**src/rtl/instruction_fetch_if.sv**
```systemverilog
// Fetch-stage bus: instruction memory req/ack and downstream valid/ready.
// master = fetch stage, slave = memory plus the control unit.
interface instruction_fetch_if #(
  parameter int ADDR_W  = 8,
  parameter int INSTR_W = 32
);
  logic               mem_req;
  logic [ADDR_W-1:0]  mem_addr;
  logic               mem_ack;
  logic [INSTR_W-1:0] mem_rdata;
  logic               instr_valid;
  logic               instr_ready;
  logic [INSTR_W-1:0] instr;
  logic [ADDR_W-1:0]  instr_addr;
  logic [2:0]         command_group;
  logic [2:0]         command;

  modport master (
    output mem_req, mem_addr,
    input  mem_ack, mem_rdata,
    output instr_valid, instr, instr_addr,
    output command_group, command,
    input  instr_ready
  );

  modport slave (
    input  mem_req, mem_addr,
    output mem_ack, mem_rdata,
    input  instr_valid, instr, instr_addr,
    input  command_group, command,
    output instr_ready
  );
endinterface

```
**src/rtl/instruction_fetch.sv**
```systemverilog
// Fetch stage: IP, memory req/ack, instruction register, redirects.
// Optional FETCH_PERF_EN adds a saturating handshake counter.
module instruction_fetch #(
  parameter int              ADDR_W     = 8,
  parameter int              INSTR_W    = 32,
  parameter logic [ADDR_W-1:0] RESET_ADDR = '0
) (
  input  logic              clk,
  input  logic              rst_n,
  input  logic              enable,
  input  logic              redirect,
  input  logic [ADDR_W-1:0] redirect_addr,
  instruction_fetch_if.master bus
`ifdef FETCH_PERF_EN
  ,
  output logic [15:0]       fetch_count
`endif
);

  typedef enum logic [1:0] {
    IDLE,
    FETCH,
    HOLD
  } state_t;

  state_t            state;
  logic [ADDR_W-1:0] ip;
  logic [ADDR_W-1:0] next_ip;
  logic              kill;

  assign next_ip = redirect ? redirect_addr : ip;

  always_ff @(posedge clk or negedge rst_n) begin
    if (!rst_n) begin
      state           <= IDLE;
      ip              <= RESET_ADDR;
      kill            <= 1'b0;
      bus.mem_req     <= 1'b0;
      bus.mem_addr    <= RESET_ADDR;
      bus.instr_valid <= 1'b0;
      bus.instr       <= '0;
      bus.instr_addr  <= '0;
    end else begin
      if (redirect) ip <= redirect_addr;
      unique case (state)
        IDLE: begin
          if (enable) begin
            state        <= FETCH;
            bus.mem_req  <= 1'b1;
            bus.mem_addr <= next_ip;
          end
        end
        FETCH: begin
          if (bus.mem_ack) begin
            kill <= 1'b0;
            if (redirect || kill) begin
              // stale response: refetch from the redirected IP
              bus.mem_req  <= enable;
              bus.mem_addr <= next_ip;
              state        <= enable ? FETCH : IDLE;
            end else begin
              bus.instr       <= bus.mem_rdata;
              bus.instr_addr  <= bus.mem_addr;
              bus.instr_valid <= 1'b1;
              bus.mem_req     <= 1'b0;
              ip              <= bus.mem_addr + 1'b1;
              state           <= HOLD;
            end
          end else if (redirect) begin
            kill <= 1'b1;
          end
        end
        HOLD: begin
          if (redirect || bus.instr_ready) begin
            bus.instr_valid <= 1'b0;
            bus.mem_req     <= enable;
            bus.mem_addr    <= next_ip;
            state           <= enable ? FETCH : IDLE;
          end
        end
        default: state <= IDLE;
      endcase
    end
  end

  assign bus.command_group = bus.instr_valid ?
                             bus.instr[INSTR_W-1 -: 3] : 3'b000;
  assign bus.command       = bus.instr_valid ?
                             bus.instr[INSTR_W-4 -: 3] : 3'b000;

`ifdef FETCH_PERF_EN
  always_ff @(posedge clk or negedge rst_n) begin
    if (!rst_n) begin
      fetch_count <= '0;
    end else if (bus.instr_valid && bus.instr_ready &&
                 fetch_count != 16'hFFFF) begin
      fetch_count <= fetch_count + 16'd1;
    end
  end
`endif

endmodule
```
**src/flat_wrapper.sv**
```systemverilog
// flat-port wrapper written by rule: the top's interface ports become plain ports
module instruction_fetch_flat 
#(
  parameter int              ADDR_W     = 8,
  parameter int              INSTR_W    = 32,
  parameter logic [ADDR_W-1:0] RESET_ADDR = '0
)
  (clk, rst_n, enable, redirect, redirect_addr, bus_mem_req, bus_mem_addr, bus_mem_ack, bus_mem_rdata, bus_instr_valid, bus_instr, bus_instr_addr, bus_command_group, bus_command, bus_instr_ready);
  instruction_fetch_if #(.ADDR_W(ADDR_W), .INSTR_W(INSTR_W)) bus_i ();
  input  logic clk;
  input  logic rst_n;
  input  logic enable;
  input  logic redirect;
  input  logic [ADDR_W-1:0] redirect_addr;
  output wire logic [$bits(bus_i.mem_req)-1:0] bus_mem_req;
  output wire logic [$bits(bus_i.mem_addr)-1:0] bus_mem_addr;
  input wire logic [$bits(bus_i.mem_ack)-1:0] bus_mem_ack;
  input wire logic [$bits(bus_i.mem_rdata)-1:0] bus_mem_rdata;
  output wire logic [$bits(bus_i.instr_valid)-1:0] bus_instr_valid;
  output wire logic [$bits(bus_i.instr)-1:0] bus_instr;
  output wire logic [$bits(bus_i.instr_addr)-1:0] bus_instr_addr;
  output wire logic [$bits(bus_i.command_group)-1:0] bus_command_group;
  output wire logic [$bits(bus_i.command)-1:0] bus_command;
  input wire logic [$bits(bus_i.instr_ready)-1:0] bus_instr_ready;
  assign bus_mem_req = bus_i.mem_req;
  assign bus_mem_addr = bus_i.mem_addr;
  assign bus_i.mem_ack = bus_mem_ack;
  assign bus_i.mem_rdata = bus_mem_rdata;
  assign bus_instr_valid = bus_i.instr_valid;
  assign bus_instr = bus_i.instr;
  assign bus_instr_addr = bus_i.instr_addr;
  assign bus_command_group = bus_i.command_group;
  assign bus_command = bus_i.command;
  assign bus_i.instr_ready = bus_instr_ready;
  instruction_fetch #(.ADDR_W(ADDR_W), .INSTR_W(INSTR_W), .RESET_ADDR(RESET_ADDR)) u_core (.clk(clk), .rst_n(rst_n), .enable(enable), .redirect(redirect), .redirect_addr(redirect_addr), .bus(bus_i));
endmodule
```
**config.mk**
```make
export PLATFORM = sky130hd
export DESIGN_NAME = instruction_fetch_flat
export DESIGN_NICKNAME = d
export VERILOG_FILES = /design/src/rtl/instruction_fetch_if.sv /design/src/rtl/instruction_fetch.sv /design/src/flat_wrapper.sv
export SDC_FILE = /design/constraint.sdc
export NUM_CORES = 1
export LEC_CHECK = 0
export BUFFER_PORTS_ARGS = -buffer_cell sky130_fd_sc_hd__buf_2
export CORE_MARGIN = 2
export CORE_UTILIZATION = 52
export CTS_CLUSTER_SIZE = 12
export DETAILED_ROUTE_END_ITERATION = 6
export PLACE_DENSITY_LB_ADDON = 0.12
export SLEW_MARGIN = 20
export SYNTH_ARGS = -nofsm -noshare
export SYNTH_HDL_FRONTEND = slang
export SYNTH_SLANG_ARGS = --single-unit
```
**constraint.sdc**
```tcl
create_clock -name clk -period 2.95 [get_ports clk]
set_clock_uncertainty 0.15 [all_clocks]
set_input_delay 0.295 -clock clk [delete_from_list [all_inputs] [get_ports clk]]
set_output_delay 0.295 -clock clk [all_outputs]
set_load 0.005 [all_outputs]
```
* Word level (Yosys, flattened, before mapping)
Index checks and enable logic that the tools add are counted.
** Storage, ports and cells
- Flip-flop bits (word level) :: 61
- Bits of input ports :: 46
- Word-level logic and storage cells :: 57
** Cells by class
- Add/subtract/negate cells :: 1
- Eq/ne operators :: 7
- Mux-type cells :: 28
- Bitwise operators :: 1
- Reductions and logical operators :: 12
** Operators with widths (number)
- 2-to-1 mux 8 bit :: 8
- case mux 8 bit (3 select lines) :: 1
- 2-to-1 mux 1 bit :: 10
- adder 8 x 1 -> 8 bit (second input constant) :: 1
- 2-to-1 mux 2 bit :: 4
- AND reduction 4 bit :: 2
- 2-to-1 mux 3 bit :: 2
- inequality test 2 bit (second input constant) :: 3
- case mux 2 bit (3 select lines) :: 1
- AND reduction 3 bit :: 2
- AND reduction 5 bit :: 1
- inequality test 2 x 1 -> 1 bit (second input constant) :: 2
- nonzero test 2 bit :: 2
- case mux 1 bit (3 select lines) :: 1
- nonzero test 3 bit :: 1
- == test 2 x 1 -> 1 bit (second input constant) :: 1
- == test 2 bit (second input constant) :: 1
- logical NOT 2 bit :: 1
- logical OR 1 bit :: 2
- case mux 1 bit (2 select lines) :: 1
- AND reduction 2 bit :: 1
- inverter 1 bit :: 1

* Longest topological paths before layout
Gate-level depths: netlist of the first run.
- Depth in word-level cells :: 4
- Depth in mapped cells :: 8
- Depth with buffers taken out :: 6

* Worst setup path before layout of the first run
No wires, ideal clock.
- Path kind :: register to register
- From :: register u_core.state[0]
- To :: register u_core.state[1]
- Library setup time :: 125 ps
- Arrival :: 1553 ps
- Data required time :: 2675 ps
- Setup slack :: 1122 ps
- Stages on the path, launching flop included :: 7
- Period minus slack after synthesis :: 1828 ps
- Cells stage by stage :: dfrtp_1 > inv_1 > ha_1 > nor3b_2 > a21oi_4 > nor2b_1 > mux2_2
** Between the ends
- Longest elaborated chain between the ends :: 3
- Elaborated cells between the ends (all ways) :: 8
- Classes of those cells :: 5 x eq/ne; 1 x mux; 2 x reduce/logical
** Ends and longest elaborated chain
- start: declaration :: line instruction_fetch.sv:26 : state_t state;
- start signal: assignment :: line instruction_fetch.sv:60 : state <= enable ? FETCH : IDLE;
- start signal: assignment :: line instruction_fetch.sv:78 : state <= enable ? FETCH : IDLE;
- == test 2 bit (tied with other cells) :: line instruction_fetch.sv:45 : unique case (state)
- inequality test 2 x 1 -> 1 bit (no line) or inequality test 2 bit (tied branches)
- AND reduction 3 bit (no line)
Several ways; a longest one is shown, not always the timed one.
A chain may end at the register's enable or synchronous reset.

* Final worst setup path of the first run
- From :: register u_core.state[1]
- To :: register u_core.bus.instr[28]
** Between the ends
- Longest elaborated chain between the ends :: 2
** Ends and longest elaborated chain
- == test 2 x 1 -> 1 bit :: line instruction_fetch.sv:45
- AND reduction 3 bit (no line)
- end signal: assignment :: line instruction_fetch.sv:62 : bus.instr <= bus.mem_rdata;
- end: declaration :: line instruction_fetch_if.sv:21 : output instr_valid, instr, instr_addr,
No other way between the ends.

==> results of run 1 <==
[cell type report]
class                      count  area share
clock buffer                  11      0.0408
clock inverter                 5     0.00910
inverter                       4     0.00404
multi-input combinational    199       0.292
sequential                    61       0.411
tap                           70      0.0236
timing repair buffer         133       0.219
[power by group]
group	total, mW	switching, mW	internal (mW)
Clock	0.691	0.340	0.350
Combinational	1.31	0.640	0.672
Sequential	1.48	0.270	1.21
Total	3.49	1.25	2.24
[layer usage]
metal  vias up  routed length, µm  share of wire  global-route usage
li1       1148                  -              -                   -
met1      1095               2600           0.41               0.265
met2        70               3220           0.51               0.410
met3        11                332          0.053              0.0529
met4         0                116          0.019              0.0975
met5         -                  0              0                   0
[critical path, cell delays in order (launching register included)]
cell and delay, ns:
dfrtp_1 0.42, inv_1 0.09, ha_1 0.36, nand3_2 0.49, buf_4 0.39, nand2_1 0.09, nand2_1 0.05
[cells in the final DEF, fill, tap and decap left out, types with 2 or more instances in the layout]
cell           Yosys  layout
mux2_2            16      16
dfrtp_1           61      61
buf_4              1       5
nand2_1          120     120
nor2_1             9       9
a21oi_1            9       9
dlygate4sd3_1      0      27
xor2_1             4       4
and3_1             5       4
mux2i_1            2       2
clkinv_2           0       2
clkbuf_8           0      11
inv_1              4       4
ha_1               6       6
clkinvlp_4         0       2
and2_1             6       6
nand3_1            4       3
nor2b_1            3       3
xnor2_1            2       2
buf_2              7     101
o21ai_0            3       3
[synthesized netlist by cell type]
cell and instances:
nand2_1 120, o21ai_0 3, a41oi_1 1, nand3_1 4
a22o_1 1, nor3b_2 1, ha_1 6, o21a_1 1
nor2b_1 3, buf_4 1, xnor2_1 2, and2_1 6
dfrtp_1 61, nand3_4 1, mux2i_1 2, o41ai_1 1
inv_1 4, clkbuf_1 4, a21oi_1 9, nand3b_1 1
nor3_1 1, nor2_1 9, xor2_1 4, mux2_2 16
a21oi_4 1, and3_1 5, buf_2 7, o22ai_1 1
[per-stage QoR]
stage	instances	hold slack, ns
after floorplan	276	-0.151
after global placement	440	0.304
after detailed placement	440	0.304
after CTS	483	0.00159
after global routing	483	0.00840
final	483	0.00385
[sequential cells by signal, summed over array words and instances, names as in the netlist]
name	flops
u_core.bus.instr	32
u_core.bus.instr_addr	8
u_core.bus.mem_addr	8
u_core.ip	8
u_core.state	2
u_core.bus.instr_valid	1
u_core.bus.mem_req	1
u_core.kill	1
[final timing paths]
kind                                                 end  slack, ns  depth (start not counted)
max in group asynchronous         u_core.bus.mem_addr[5]       1.48                          3
worst max register to register      u_core.bus.instr[28]       0.80                          6
worst min register to register  u_core.bus.instr_addr[7]       0.32                          2
min in group asynchronous                   u_core.ip[3]       0.46                          2
worst max-delay path                u_core.bus.instr[28]       0.80                          6
worst min-delay path                u_core.bus.instr[10]      0.004                          3
[logic make-up (layout without fill, tap and decap cells)]
logic type,count (synthesis),after routing,share of synthesized area
AO/OA/AOI/OAI,18,18,0.0435
XOR/XNOR,6,6,0.0196
adder cells (fa/ha/maj),6,6,0.0280
buffers and inverters,16,153,0.0271
flip-flops,61,61,0.570
multiplexers,18,18,0.0748
AND/OR/NAND/NOR,151,151,0.237
[what timing repair did]
item	CTS	global route
hold buffers	27	0
hold endpoints to repair	63	0
gates resized for setup	0	0
setup endpoints to repair	0	0
==> flow_summary.toml, run 1 <==
[status]
status = "finished clean"

[placed_design]
routabilityCongestion = 0.766
post-dp-hpwl_mm = 4.02
dpl_worst_slack_ns = 0.819
dpl_cell_area_mm2 = 0.00326
numPortBuffers = 101

[timing]
period_needed_ns = 2.15
tightest_slew_ns = 0.876
finalSetupViolCount = 0
final.setup.tns_ns = 0
fmax_ghz = 0.465
finalHoldViolations = 0
rsz0062_at_grt = "false"
max-slew-margin-rel = 0.416
slew_viol_final = 0
worst_slack_ns = 0.798
fin_crit_sh = 0.730

[final_layout]
syn_to_final_growth_pct = 38.6
insertedDiodeCount = 0
final.fill_count = 376
seq_area_mm2 = 0.00153
drive_gt1_frac = 0.346
utilization = 0.736
finalNetCount = 460
multiInputGateArea_mm2 = 0.00108
final_cell_area_mm2 = 0.00371

[worst_setup_path]
cp-end-kind = "flip-flop"
worstPathRequired_ns = 3.03
r2r-start = "u_core.state[1]"
path_class = "reg -> reg"
start_kind = "flip-flop"
cp.arrival_ns = 2.24
timing.critical_path.from = "u_core.state[1]"
worstPathMaxFanout = 25

[clock_tree]
clkSinkCount = 61
worstSkewPairLatency_ns = 0.34
post_cts_buffers = 0
clk_pin_slew_worst_paths_ns = 0.07
cts_buffers = 9
cts_tree = "done"
root_buffer = "clkbuf_8"
htreeDepth = 3
clockBufferDepth = 2

[synth]
synth_top_cell_by_area = "dfrtp_1"
syn_avg_cell_area_um2 = 9.70
yosysTopAreaCellShare = 0.570
syn_area_mm2 = 0.00268
synth_cell_type_count = 28
synth_seq_area_share = 0.570
synth.area.top_cells = "dfrtp_1 57%, nand2_1 17%, mux2_2 6.7%, ha_1 2.8%, a21oi_1 1.7%"
yosys_warnings = 0
synth-seq-cells = 61
syn-num-nets = 328
syn_inst = 276

[global_route]
antenna_found_initial = 0
grt-ovfl-total = 0
grt_start_max_net_pins = 40
grt_pass1_vias = 2203
track_usage = 0.230
grt_first_pass_wirelength_mm = 9.83

[power_and_ir_drop]
leakagePower_nw = 2.01
max-vdd-ir-drop_mv = 0.569
powerDensity_mw_per_mm2 = 939
finalPower_mw = 3.49

[die]
fp.dieH_um = 75.8
io_pins = 102
std_cell_rows = 26
die_w_um = 75.8
initial_core_util = 0.531
dieArea_mm2 = 0.00574
coreArea_mm2 = 0.00504

[worst_hold_path]
worstHoldStart = "bus_mem_rdata[10]"
holdCritPathClass = "in -> reg"

[drt]
vias = 2324
drt-initial-drc-count = 126
viasPerCell = 4.81
routed_wl_mm = 6.26
ant_nets = 0
post_drt_wl_per_cell_um = 13.0
drtPass1Iterations = 4
drc = 0

[job]
maxCapViolations = 0
No activity file was read; power rests on OpenSTA's default activity.
==> inputs of run 2 (changes only) <==
--- a/config.mk
+++ b/config.mk
@@ -7,7 +7,7 @@
 export LEC_CHECK = 0
 export BUFFER_PORTS_ARGS = -buffer_cell sky130_fd_sc_hd__buf_2
 export CORE_MARGIN = 2
-export CORE_UTILIZATION = 52
+export CORE_UTILIZATION = 44
 export CTS_CLUSTER_SIZE = 12
 export DETAILED_ROUTE_END_ITERATION = 6
 export PLACE_DENSITY_LB_ADDON = 0.12
==> constraint.sdc (replaced) <==
create_clock -name clk -period 1.9 [get_ports clk]
set_clock_uncertainty 0.15 [all_clocks]
set_input_delay 0.19 -clock clk [delete_from_list [all_inputs] [get_ports clk]]
set_output_delay 0.19 -clock clk [all_outputs]
set_load 0.005 [all_outputs]
==> flow_summary.toml, run 2 (synthesized netlist as in run 1, its figures left out) <==
[worst_setup_path]
cp.arrival_ns = 1.91
worstPathMaxFanout = 5
crit_chain = "inv_2 > ha_1 > nor3b_2 > a21oi_4 > nor2b_4 > mux2_4"
rrSetupSlack_ns = 0.06
worstPathRequired_ns = 1.97
start_kind = "flip-flop"
slowest_stage = "dfrtp_1"
timing.rr.end = "u_core.state[1]"
r2r-start = "u_core.state[0]"
crit_buf_inv = 1
crit_family = "flip-flops"
crit_end = "u_core.state[1]"
ff2ff_path_depth = 6
path_class = "reg -> reg"
cp-end-kind = "flip-flop"
cp.depth = 6
slowest_delay_ns = 0.42
timing.critical_path.from = "u_core.state[0]"

[die]
die_w_um = 82.0
io_pins = 102
std_cell_rows = 28
fp.dieH_um = 82.0
coreArea_mm2 = 0.00589
initial_core_util = 0.455
dieArea_mm2 = 0.00673

[timing]
finalHoldViolations = 0
period_needed_ns = 1.84
slew_viol_final = 0
worst_slack_ns = 0.0555
finalSetupViolCount = 0
fmax_ghz = 0.542
tightest_slew_ns = 0.317
holdWs_ns = 0.0189
fin_crit_sh = 0.971
max-slew-margin-rel = 0.786

[final_layout]
top_register = "u_core.bus.instr"
finalNetCount = 473
layout_commonest_cell = "nand2_1"
utilization = 0.663
syn_to_final_growth_pct = 45.8
final.fill_count = 491
final_cell_area_mm2 = 0.00391
insertedDiodeCount = 0
seq_area_mm2 = 0.00153
multiInputGateArea_mm2 = 0.00110
drive_gt1_frac = 0.359
layout_common_cells = "120 x nand2_1, 101 x buf_2, 60 x dfrtp_1, 34 x dlygate4sd3_1, 15 x mux2_2"
final_cells = 501
largest_reg_flops = 32

[job]
maxCapViolations = 0

[power_and_ir_drop]
max-vdd-ir-drop_mv = 0.755
powerDensity_mw_per_mm2 = 1470
leakagePower_nw = 2.10

[global_route]
grt_start_max_net_pins = 62
grt_first_pass_wirelength_mm = 10.2
antenna_found_initial = 0
grt_pass1_vias = 2275
grt-ovfl-total = 0
track_usage = 0.206

[worst_hold_path]
holdCritPathClass = "in -> reg"
min_path_cells = 3

[placed_design]
place_inst = 449
numPortBuffers = 101
routabilityCongestion = 0.779
dpl_worst_slack_ns = -0.0156
post-dp-hpwl_mm = 4.20
dpl_cell_area_mm2 = 0.00332

[drt]
drc = 0
routed_wl_mm = 6.48
vias = 2324
post_drt_wl_per_cell_um = 12.9
drt-initial-drc-count = 94
ant_nets = 0
drtPass1Iterations = 6
viasPerCell = 4.64

[status]
status = "finished clean"

[clock_tree]
htreeDepth = 3
clk_pin_slew_worst_paths_ns = 0.07
root_buffer = "clkbuf_8"
cts_tree = "done"
clkSinkCount = 61
cts_buffers = 9
clockBufferDepth = 2
worstSkewPairLatency_ns = 0.34
## run 2: cell type report
cell class | instances | share of cell area
flip-flops and latches | 61 | 0.391
multi-input cells | 199 | 0.282
repair buffers | 146 | 0.244
clock buffers | 10 | 0.0327
well taps | 75 | 0.0240
clock inverters | 6 | 0.0221
inverters | 4 | 0.00384
## run 2: timing repair
item,in CTS,in global routing
cloned,0,0
endpoints found under the hold margin,94,0
gates resized for setup,1,6
endpoints found under the setup margin,1,10
setup buffers,1,1
hold buffers,34,0
## run 2: worst min path at each step
| stage | startpoint | slack (ns) | to |
|---|---|---|---|
| 2_1_floorplan | rst_n | -0.26 | u_core.bus.instr[0] |
| 3_3_place_gp | rst_n | 0.08 | u_core.bus.instr_valid |
| 3_5_place_dp | rst_n | 0.08 | u_core.bus.instr_valid |
| 4_1_cts | enable | 0.004 | u_core.state[0] |
| 5_1_grt | enable | 0.01 | u_core.state[0] |
| 6_report | enable | 0.02 | u_core.state[0] |
## run 2: metrics by stage
stage / setup TNS (ns) / total power [mW]
2_1_floorplan: 0 / 3.43
3_3_place_gp: 0 / 4.31
3_5_place_dp: -0.0156 / 4.39
4_1_cts: 0 / 5.74
5_1_grt: -0.00370 / 6.22
6_report: 0 / 5.73
## run 2: layer usage
layer	share of wire	wire, µm	vias to the layer above	GRT usage
li1	-	-	1171	-
met3	0.057	372	11	0.0549
met2	0.49	3160	68	0.348
met1	0.44	2820	1074	0.250
met4	0.018	117	0	0.0800
met5	0	0	-	0
## run 2: where the power goes
| part | leakage, nW | switching, mW | internal, mW |
|---|---|---|---|
| clock | 0.107 | 0.518 | 0.738 |
| sequential | 0.743 | 0.418 | 1.89 |
| combinational | 1.25 | 1.03 | 1.14 |
| total | 2.10 | 1.97 | 3.76 |
## run 2: worst reg2reg max path, stage by stage, from the launching register on
cell and delay, ns:
dfrtp_1 0.42, inv_2 0.07, ha_1 0.20, nor3b_2 0.17, a21oi_4 0.21, nor2b_4 0.20, mux2_4 0.31
